--- src/rtl/lcd1602_writer.sv ---
// LCD1602 (HD44780) 8-bit writer: power-on wait, init sequence, then 32-character frames
// written from a flat buffer, with all bus timing derived from cycle counters.
module lcd1602_writer #(
    parameter int T_POR = 15000,
    parameter int T_SU  = 2,
    parameter int T_EH  = 2,
    parameter int T_H   = 1,
    parameter int T_CMD = 40,
    parameter int T_CLR = 1640
) (
    input  logic         clk,
    input  logic         rst,
    input  logic [255:0] char_data,
    input  logic         refresh,
    output logic         rs,
    output logic         rw,
    output logic         e,
    output logic [7:0]   db,
    output logic         busy,
    output logic         frame_done
);

    function automatic int max2(input int a, input int b);
        return (a > b) ? a : b;
    endfunction

    localparam int MAX_T = max2(max2(max2(T_POR, T_SU), max2(T_EH, T_H)), max2(T_CMD, T_CLR));
    localparam int CW    = $clog2(MAX_T + 1);

    typedef enum logic [2:0] {
        ST_POR, ST_INIT, ST_ADDR1, ST_LINE1, ST_ADDR2, ST_LINE2, ST_IDLE
    } state_t;

    typedef enum logic [1:0] {
        PH_SETUP, PH_PULSE, PH_HOLD, PH_WAIT
    } phase_t;

    function automatic logic is_byte_state(input state_t st);
        return (st == ST_INIT) || (st == ST_ADDR1) || (st == ST_LINE1) ||
               (st == ST_ADDR2) || (st == ST_LINE2);
    endfunction

    function automatic logic [7:0] byte_for(input state_t st, input logic [3:0] idx,
                                            input logic [255:0] buf_v);
        logic [7:0] b;
        b = 8'h00;
        case (st)
            ST_INIT: begin
                case (idx)
                    4'd0:    b = 8'h38;
                    4'd1:    b = 8'h0C;
                    4'd2:    b = 8'h06;
                    default: b = 8'h01;
                endcase
            end
            ST_ADDR1: b = 8'h80;
            ST_LINE1: b = buf_v[{1'b0, idx, 3'b000} +: 8];
            ST_ADDR2: b = 8'hC0;
            ST_LINE2: b = buf_v[{1'b1, idx, 3'b000} +: 8];
            default:  b = 8'h00;
        endcase
        return b;
    endfunction

    state_t          state_q, state_d;
    phase_t          phase_q, phase_d;
    logic [CW-1:0]   cnt_q, cnt_d;
    logic [3:0]      idx_q, idx_d;
    logic            pending_q, pending_d;
    logic            rs_q, rs_d;
    logic            e_q, e_d;
    logic [7:0]      db_q, db_d;
    logic            busy_q, busy_d;
    logic            frame_done_q, frame_done_d;
    logic [CW-1:0]   phase_len_s;
    logic            last_s;
    logic            req_s;

    // Length of the phase currently being timed; the clear command needs the long wait.
    always_comb begin
        phase_len_s = CW'(T_CMD);
        if (state_q == ST_POR) begin
            phase_len_s = CW'(T_POR);
        end else begin
            case (phase_q)
                PH_SETUP: phase_len_s = CW'(T_SU);
                PH_PULSE: phase_len_s = CW'(T_EH);
                PH_HOLD:  phase_len_s = CW'(T_H);
                default:  phase_len_s = ((state_q == ST_INIT) && (idx_q == 4'd3)) ?
                                        CW'(T_CLR) : CW'(T_CMD);
            endcase
        end
    end

    // Next-state logic for the sequence FSM, byte phases and request latch.
    always_comb begin
        state_d   = state_q;
        phase_d   = phase_q;
        cnt_d     = cnt_q;
        idx_d     = idx_q;
        req_s     = pending_q | refresh;
        pending_d = req_s;
        last_s    = (cnt_q == (phase_len_s - CW'(1)));
        case (state_q)
            ST_POR: begin
                if (last_s) begin
                    state_d = ST_INIT;
                    phase_d = PH_SETUP;
                    idx_d   = 4'd0;
                    cnt_d   = {CW{1'b0}};
                end else begin
                    cnt_d = cnt_q + CW'(1);
                end
            end
            ST_IDLE: begin
                cnt_d = {CW{1'b0}};
                if (req_s) begin
                    state_d   = ST_ADDR1;
                    phase_d   = PH_SETUP;
                    idx_d     = 4'd0;
                    pending_d = 1'b0;
                end else begin
                    state_d = ST_IDLE;
                end
            end
            default: begin
                if (!last_s) begin
                    cnt_d = cnt_q + CW'(1);
                end else begin
                    cnt_d = {CW{1'b0}};
                    case (phase_q)
                        PH_SETUP: phase_d = PH_PULSE;
                        PH_PULSE: phase_d = PH_HOLD;
                        PH_HOLD:  phase_d = PH_WAIT;
                        default: begin
                            phase_d = PH_SETUP;
                            case (state_q)
                                ST_INIT: begin
                                    if (idx_q == 4'd3) begin
                                        state_d = ST_ADDR1;
                                        idx_d   = 4'd0;
                                    end else begin
                                        idx_d = idx_q + 4'd1;
                                    end
                                end
                                ST_ADDR1: begin
                                    state_d = ST_LINE1;
                                    idx_d   = 4'd0;
                                end
                                ST_LINE1: begin
                                    if (idx_q == 4'd15) begin
                                        state_d = ST_ADDR2;
                                        idx_d   = 4'd0;
                                    end else begin
                                        idx_d = idx_q + 4'd1;
                                    end
                                end
                                ST_ADDR2: begin
                                    state_d = ST_LINE2;
                                    idx_d   = 4'd0;
                                end
                                ST_LINE2: begin
                                    if (idx_q != 4'd15) begin
                                        idx_d = idx_q + 4'd1;
                                    end else if (req_s) begin
                                        state_d   = ST_ADDR1;
                                        idx_d     = 4'd0;
                                        pending_d = 1'b0;
                                    end else begin
                                        state_d = ST_IDLE;
                                        idx_d   = 4'd0;
                                    end
                                end
                                default: state_d = ST_IDLE;
                            endcase
                        end
                    endcase
                end
            end
        endcase
    end

    // Pin values are derived from the next state so they are registered yet aligned with it;
    // a byte is latched only on entry to SETUP, which is the only time cnt_d is zero there.
    always_comb begin
        rs_d = rs_q;
        db_d = db_q;
        if (is_byte_state(state_d) && (phase_d == PH_SETUP) && (cnt_d == {CW{1'b0}})) begin
            rs_d = (state_d == ST_LINE1) || (state_d == ST_LINE2);
            db_d = byte_for(state_d, idx_d, char_data);
        end else begin
            rs_d = rs_q;
        end
        e_d          = is_byte_state(state_d) && (phase_d == PH_PULSE);
        busy_d       = (state_d != ST_IDLE);
        frame_done_d = (state_d == ST_LINE2) && (idx_d == 4'd15) &&
                       (phase_d == PH_WAIT) && (cnt_d == CW'(T_CMD - 1));
    end

    // State and output registers.
    always_ff @(posedge clk or negedge rst) begin
        if (!rst) begin
            state_q      <= ST_POR;
            phase_q      <= PH_SETUP;
            cnt_q        <= {CW{1'b0}};
            idx_q        <= 4'd0;
            pending_q    <= 1'b0;
            rs_q         <= 1'b0;
            e_q          <= 1'b0;
            db_q         <= 8'h00;
            busy_q       <= 1'b1;
            frame_done_q <= 1'b0;
        end else begin
            state_q      <= state_d;
            phase_q      <= phase_d;
            cnt_q        <= cnt_d;
            idx_q        <= idx_d;
            pending_q    <= pending_d;
            rs_q         <= rs_d;
            e_q          <= e_d;
            db_q         <= db_d;
            busy_q       <= busy_d;
            frame_done_q <= frame_done_d;
        end
    end

    assign rs         = rs_q;
    assign rw         = 1'b0;
    assign e          = e_q;
    assign db         = db_q;
    assign busy       = busy_q;
    assign frame_done = frame_done_q;

endmodule

--- config.mk ---
export PLATFORM = sky130hd
export DESIGN_NAME = lcd1602_writer
export DESIGN_NICKNAME = d
export VERILOG_FILES = /design/src/rtl/lcd1602_writer.sv
export SDC_FILE = /design/constraint.sdc
export NUM_CORES = 1
export LEC_CHECK = 0
export ABC_AREA = 1
export BUFFER_PORTS_ARGS = -buffer_cell sky130_fd_sc_hd__buf_2
export CAP_MARGIN = 40
export CORE_UTILIZATION = 45
export DETAILED_ROUTE_END_ITERATION = 7
export GPL_ROUTABILITY_DRIVEN = 0
export PLACE_DENSITY_LB_ADDON = 0.12
export SLEW_MARGIN = 40
export SYNTH_ARGS = -nofsm -noshare
export SYNTH_HDL_FRONTEND = slang
export SYNTH_SLANG_ARGS = --single-unit
--- constraint.sdc ---
create_clock -name clk -period 3.55 [get_ports clk]
set_clock_uncertainty 0.05 [all_clocks]
set_input_delay 0.71 -clock clk [delete_from_list [all_inputs] [get_ports clk]]
set_output_delay 0.71 -clock clk [all_outputs]
set_load 0.005 [all_outputs]
After elaboration in Yosys (flattened, before gate mapping)
Cells that the tools add are included.
- word-level logic and storage cells: 95
- output and inout bits: 13
- input port bits: 259
- register bits after elaboration: 36
- shifts and indexed selects: 2
- bitwise logic cells: 1
- add/sub/neg operators: 3
- mux-type cells: 35
- equality and inequality tests: 24
- reductions and logical operators: 20
- operators by type and width (kind ; count):
    $shiftx A256 B8 Y8 ; 1
    $shiftx A256 B9 Y8 ; 1
    $mux W14 ; 3
    $pmux W8 S5 ; 1
    $mux W4 ; 7
    $pmux W11 S2 ; 1
    $mux W3 ; 7
    $pmux W6 S3 ; 1
    $pmux W4 S4 ; 1
    $eq A3 B3 Y1 const B ; 5
    $pmux W3 S5 ; 1
    $add A14 B1 Y14 const B ; 1
    $eq A14 B14 Y1 ; 1
    $eq A14 B6 Y1 const B ; 1
    $logic_not A14 Y1 ; 1
    $sub A14 B1 Y14 const B ; 1
    $eq A3 B2 Y1 const B ; 4
    $mux W11 ; 1
    $eq A4 B2 Y1 const B ; 2
    $eq A4 B4 Y1 const B ; 2
    $pmux W4 S2 ; 1
    $logic_and A1 B1 Y1 ; 7
    $eq A3 B1 Y1 const B ; 2
    $mux W2 ; 3
    18 further kinds ; 29

Logic depth before layout (Yosys ltp)
Gate-level depths: netlist of the first run.
- depth after elaboration: 16
- gate-level depth with buffers: 35

Least setup slack after synthesis of the first run
No wires, ideal clock.
- path kind: reg-to-reg
- start: register state_q[2]
- end: register db_q[3], in the netlist db[3]
- clock period less this slack: 3.597 ns
- cell stages (with the launch flop): 34
- path buffers: 3
- setup time: 0.113 ns
- path slack: -0.047 ns
- arrival time: 3.435 ns
- path through: dfrtp_1 -> inv_2 -> nand2_2 -> buf_6 -> inv_2 -> nor2_1 -> o21ai_0 -> ha_1 -> inv_1 -> ha_1 -> inv_1 -> nand2_1 -> nand2_1 -> nand3_1 -> nor2_1 -> nand3_1 -> nor2_1 -> nand3_4 -> nand2_2 -> nand2_2 -> nand2_1 -> nand2_2 -> nand2_4 -> buf_6 -> buf_4 -> nand2_1 -> o21ai_0 -> nand2_1 -> nand3_1 -> nand3_1 -> nand2_1 -> nand3_1 -> nand2_1 -> inv_1
- cells in the longest elaborated chain, start to end: 16
- elaborated cells on any way between the ends: 52
- classes of those cells: 1 x add/sub; 14 x eq/ne; 2 x shift; 23 x mux; 12 x reduce/logical
- RTL lines (item ; line ; source):
    start: declaration ; 65 ; state_t state_q, state_d;
    start signal: assignment ; 214 ; state_q <= state_d;
    parallel branches: the longest is 16 deep, another holds $sub A14 B1 Y14 ; - ;
    end signal: assignment ; 210 ; db_q <= 8'h00;
    end signal: assignment ; 221 ; db_q <= db_d;
    end: declaration ; 72 ; logic [7:0] db_q, db_d;
Parallel ways; which one is timed is not known.
A chain may end at the register's enable or synchronous reset.

Worst setup path after layout of the first run
- start: register phase_q[0]
- end: register db_q[0], in the netlist db[0]
- cells in the longest elaborated chain, start to end: 15
- elaborated cells on any way between the ends: 44
- classes of those cells: 1 x add/sub; 10 x eq/ne; 2 x shift; 19 x mux; 12 x reduce/logical
- RTL lines (item ; line ; source):
    start: declaration ; 66 ; phase_t phase_q, phase_d;
    start signal: assignment ; 215 ; phase_q <= phase_d;
    parallel branches: the longest is 15 deep, another holds $sub A14 B1 Y14 ; - ;
Parallel ways; which one is timed is not known.

==> results of run 1 <==
[through the flow]
stage | instances | setup TNS, ns | cell area (sq um)
final | 1769 | -1.582 | 9837
after global routing | 1769 | -3.711 | 9837
after CTS | 1758 | -0.1809 | 9407
after detailed placement | 1723 | -1.568 | 8539
after global placement | 1722 | -0.9720 | 8512
after floorplan | 1233 | 0 | 6441
[what timing repair did]
item,in CTS,in global routing
hold endpoints to repair,0,0
buffers inserted,21,9
endpoints found under the setup margin,10,10
pin swaps,23,75
gates resized for setup,98,101
gates cloned,7,3
[cells in the mapped netlist]
library cell	count	area, sq um
inv_4	1	6.260
xor2_1	8	70.07
nor2_4	4	45.04
nand2_4	3	33.78
o21ai_1	27	135.1
buf_4	14	105.1
a21oi_2	1	8.760
nand2_1	494	1854
o21ai_0	55	275.3
nor4_1	1	6.260
nand4_1	15	93.84
ha_1	11	137.6
nand2_2	13	81.33
o221ai_1	1	8.760
conb_1	1	3.750
dfstp_2	1	26.28
clkbuf_1	5	18.77
nor2_2	5	31.28
buf_6	13	146.4
inv_2	11	41.29
or2_2	2	12.51
a21oi_1	22	110.1
o31ai_1	1	7.510
clkbuf_2	1	5.000
nand3b_1	58	435.4
dfrtp_1	35	875.8
a211oi_1	1	7.510
xnor2_1	1	8.760
or2_0	8	50.05
o211ai_1	3	22.52
nand3_4	1	17.52
clkinv_1	2	7.510
nor3_1	10	50.05
nand3_2	5	50.05
nor2_1	75	281.5
inv_1	203	762.0
nand3_1	96	480.5
buf_2	25	125.1
[power breakdown]
part	internal [mW]	switching (mW)
Combinational	0.171	0.143
Sequential	0.410	0.00000000000000000574
Clock	0.330	0.195
Total	0.912	0.338
[cell families after synthesis]
group                    synth area share
AND/OR/NAND/NOR                    0.5472
flip-flops                         0.1401
AO/OA/AOI/OAI                     0.08939
adder cells (fa/ha/maj)           0.02138
buffers and inverters              0.1891
other                           0.0005824
XOR/XNOR                          0.01224
[area by class of cell]
| type | count | area, sq um |
|---|---|---|
| fillers | 1263 | 4098 |
| diodes | 1 | 2.502 |
| clock inverters | 3 | 42.54 |
| inverters | 217 | 824.5 |
| well taps | 180 | 225.2 |
| multi-input cells | 922 | 4866 |
| clock buffers | 5 | 125.1 |
| repair buffers | 405 | 2849 |
| flip-flops and latches | 36 | 902.1 |
[critical path, delay by kind of cell, from the launching register on]
family	cells	cell delay, ns
buffers and inverters	8	0.69
DFF	1	0.42
adders and majority gates	3	0.65
and+or+nand+nor	20	1.79
AOI/OAI and AO/OA	1	0.13
[worst paths after layout]
path | from | end | slack, ns
min in group clk | rs | rs | 0.47
max reg2reg | phase_q[0] | db[0] | -0.21
min reg2reg | rs | rs | 0.47
max in group asynchronous | rst | phase_q[0] | 2.72
max | phase_q[0] | db[0] | -0.21
min | rst | cnt_q[8] | 0.28
[layer usage]
metal	global-route usage	up-vias
li1	-	4483
met1	0.4033	3996
met2	0.5849	421
met3	0.04213	74
met4	0.1335	0
met5	0	-
[sequential cells by signal (all words and copies together), names as in the netlist]
name,count
busy,1
cnt_q,14
db,8
e,1
frame_done,1
idx_q,4
pending_q,1
phase_q,2
rs,1
state_q,3
==> results by group, run 1 <==
Worst setup path
  • R2R depth: 32
  • Worst path required time: 3.73 ns
  • Crit-path max FO: 6
  • CP max stage delay: 0.42 ns
  • CP endpoint kind: flip-flop
  • WS Path Type: flip-flop to flip-flop
  • Startpoint types: flip-flop
  • CP Data Arrival Time: 3.95 ns
  • Cell repeated most along the worst path: nand2_1
  • CP max stage cell: dfrtp_1

Routing
  • TritonRoute pass-1 iters: 5
  • DR iter-0 viols: 572
  • Avg WL per Cell: 14.44 microns
  • Top sig layer: met4
  • DR vias/cell: 5.073
  • M1 wire length: roughly 10000 microns
  • Met2 routed wirelength: 12540 microns
  • DR WL met3: 1755 microns
  • DRC: 0
  • Routed wire length: around 26000 microns
  • Antenna Violating Nets Remaining: 0
  • Via count: 8974

Synthesis
  • Syn_area_per_cell: 5.222 sq um
  • FF+latch count, synth: 36
  • Post-Syn Area: 0.006439 sq mm
  • Synth Net Count: 1503
  • Post-Synthesis Cells: roughly 1200
  • YS warnings: 0
  • Count of cell types in the netlist: 38
  • Sequential area share after synthesis: 0.1401

Floorplanning
  • Chip width: approximately 120 microns
  • Row cnt: 43
  • Full die area: 0.01479 sq mm
  • Initial core utilization: 0.4621
  • Die height: 121.6 microns
  • Area of the core: roughly 0.014 sq mm
  • IO Pins: 272

STA
  • Final Hold Viols: 0
  • Final critical-path required period: 3.764 ns
  • Tightest Pin Transition: 0.5936 ns
  • Setup ws final: -0.2141 ns
  • Fmax: 265.7 MHz
  • Unrepaired setup endpoints after global routing: yes
  • Setup Viol. Count Final: 9
  • Rel. slew slack: 0.6028
  • Hold Worst Slack: 0.2800 ns
  • Period utilization: 1.060
  • Final Slew Violations: 0

Clock tree
  • Skew-Pair Late Insertion Delay: 0.29 ns
  • H-tree depth: 2
  • Inserted Clock Buffers: 5
  • Clock Tree Buf Depth: 2
  • Clk slew on worst S/H paths: approximately 0.06 ns
  • CTS sink count: 36
  • Post-CTS Hold Buffers: 0
  • Root Driver: clkbuf_16
  • CTS tree: yes

Global routing
  • Number of global-route vias before repair: 8240
  • Antenna violations before repair: 1
  • First-pass GRT wire length: 38850 microns
  • All-Layer GR Usage: 0.3307
  • Pin count of the biggest net entering global routing: 36
  • Gr ovfl total: 0

Final layout
  • Post-layout util: 0.7059
  • Most frequent cells in the layout: 446 x nand2_1, 270 x buf_2, 196 x inv_1
  • Share of layout cells above drive strength 1: 0.3696
  • Nets@finish: 1857
  • Area Growth Syn to Fin: 52.78%
  • Most common cell after layout, fill and taps aside: nand2_1

Power and ir drop
  • Pwr Total: 1.250 mW
  • Power per Cell Area: 127.0 mW/mm^2
  • Maximum vdd drop: 0.1457 mV
  • Pleak: approximately 5.9 nW

Run status
  • Failing checks: negative setup slack
  • Status: finished with violations

Placement
  • Placed wire-length estimate: about 19000 microns
  • Port Buffer Count: between 200 and 300
  • DP Worst Slack: -0.2232 ns

Flow run
  • Max-cap check violation count: 0

Hold path
  • Min-Delay Path Class: input pin to asynchronous set/reset pin
Power figures use the tool's default switching activity.
==> run 2, diff against run 1 <==
--- a/config.mk
+++ b/config.mk
@@ -8,7 +8,8 @@
 export ABC_AREA = 1
 export BUFFER_PORTS_ARGS = -buffer_cell sky130_fd_sc_hd__buf_2
 export CAP_MARGIN = 40
-export CORE_UTILIZATION = 45
+export CORE_UTILIZATION = 46
+export CTS_BUF_LIST = sky130_fd_sc_hd__clkbuf_8
 export DETAILED_ROUTE_END_ITERATION = 7
 export GPL_ROUTABILITY_DRIVEN = 0
 export PLACE_DENSITY_LB_ADDON = 0.12
==> results by group, run 2 (synthesis results as in run 1) <==
Run status
  • Status: finished with violations
  • Failing checks: negative setup slack

Global routing
  • First-pass GRT wire length: around 40000 microns
  • Pin count of the biggest net entering global routing: 40
  • Number of global-route vias before repair: 8448
  • All-Layer GR Usage: 0.3354
  • Gr ovfl total: 0
  • Antenna violations before repair: 1

Routing
  • DR vias/cell: 5.090
  • Antenna Violating Nets Remaining: 0
  • DR iter-0 viols: 753
  • DRC: 0
  • Routed wire length: approximately 25000 microns
  • Avg WL per Cell: 14.35 microns
  • TritonRoute pass-1 iters: 6
  • Via count: 9024

Clock tree
  • Clock Tree Buf Depth: 2
  • H-tree depth: 2
  • Root Driver: clkbuf_8
  • Skew-Pair Late Insertion Delay: 0.32 ns
  • Inserted Clock Buffers: 5
  • CTS sink count: 36
  • Clk slew on worst S/H paths: 0.09 ns
  • Post-CTS Hold Buffers: 0
  • CTS tree: yes

Final layout
  • Share of layout cells above drive strength 1: 0.3590
  • Area Growth Syn to Fin: 52.47%
  • Max FFs per register: 14
  • Largest reg by FF count: cnt_q
  • Post-route cell area: 0.009817 sq mm
  • Post-layout util: 0.7297
  • Most frequent cells in the layout: 468 x nand2_1, 269 x buf_2, 195 x inv_1
  • Most common cell after layout, fill and taps aside: nand2_1
  • Fill cells: ~1200
  • Finished Layout Cells: 1773
  • Nets@finish: 1865

Floorplanning
  • IO Pins: 272
  • Area of the core: 0.01345 sq mm
  • Chip width: about 120 microns
  • Row cnt: 42
  • Die height: 120.3 microns
  • Full die area: ~0.014 sq mm
  • Initial core utilization: 0.4786

Worst setup path
  • Crit-path max FO: 27
  • CP Data Arrival Time: between 4 and 5 ns
  • WS Path Type: flip-flop to flip-flop
  • R2R depth: 30
  • Startpoint types: flip-flop
  • Worst path required time: ~3.7 ns
  • Cell repeated most along the worst path: nand2_1
  • CP max stage cell: dfrtp_2
  • CP max stage delay: approximately 0.47 ns
  • CP endpoint kind: flip-flop

Flow run
  • Max-cap check violation count: 0

Power and ir drop
  • Pwr Total: 1.096 mW
  • Power per Cell Area: 111.7 mW/mm^2
  • Pleak: 5.964 nW
  • Maximum vdd drop: roughly 0.098 mV

STA
  • Unrepaired setup endpoints after global routing: yes
  • Final critical-path required period: 3.873 ns
  • Fmax: 258.2 MHz
  • Setup ws final: -0.3233 ns
  • Final Hold Viols: 0
  • Hold Worst Slack: a little under 0.3 ns
  • Period utilization: 1.091
  • Setup Viol. Count Final: 10
  • Final Slew Violations: 0
  • Setup TNS: -2.566 ns

Placement
  • Post-placement cell count: 1727
  • DP Worst Slack: -0.3729 ns
  • Placed wire-length estimate: 18810 microns
  • DP Area: 0.008549 sq mm
  • Port Buffer Count: 270

Hold path
  • Min-Delay Path Class: input pin to asynchronous set/reset pin
-- run 2: layer usage --
metal | global-route usage | wire length, microns | share of wire
met4 | 0.1096 | 910 | 0.036
met1 | 0.4176 | 10490 | 0.41
met3 | 0.04198 | 1627 | 0.064
met5 | 0 | 0 | 0
met2 | 0.5955 | 12410 | 0.49
-- run 2: worst paths after layout --
kind,to,from,slack [ns]
max in group asynchronous,phase_q[0],rst,2.81
setup / recovery,db[1],phase_q[0],-0.32
hold / removal,pending_q,rst,0.29
min in group clk,rs,rs,0.54
setup reg to reg,db[1],phase_q[0],-0.32
hold reg to reg,rs,rs,0.54
-- run 2: power breakdown --
group	total (mW)	leakage, nW	switching [mW]	internal [mW]
Sequential	0.410	0.473	0.00000000000000000542	0.410
Clock	0.385	0.0541	0.177	0.208
Combinational	0.302	5.44	0.137	0.164
Total	1.10	5.96	0.314	0.782
-- run 2: repair_timing --
item / CTS / global route
resized for setup: 121 / 80
cloned: 4 / 4
pin swaps: 44 / 58
setup endpoints to repair: 10 / 11
buffers inserted: 19 / 11
-- run 2: area by class of cell --
class                           count  area (sq um)  area share
Multi-Input combinational cell    922          4850      0.4940
Timing Repair Buffer              413          2889      0.2943
Sequential cell                    36         904.6     0.09215
Inverter                          217         839.6     0.08552
Tap cell                          176         220.2     0.02243
Clock buffer                        5         68.82    0.007010
Clock inverter                      3         42.54    0.004333
Antenna cell                        1         2.502   0.0002549
-- run 2: critical path: cells and delay by family (launching register included) --
kind | cells | cell delay [ns]
adders and majority gates | 3 | 0.64
buffers and inverters | 7 | 0.69
and+or+nand+nor | 18 | 1.60
DFF | 1 | 0.47
AOI/OAI and AO/OA | 2 | 0.31
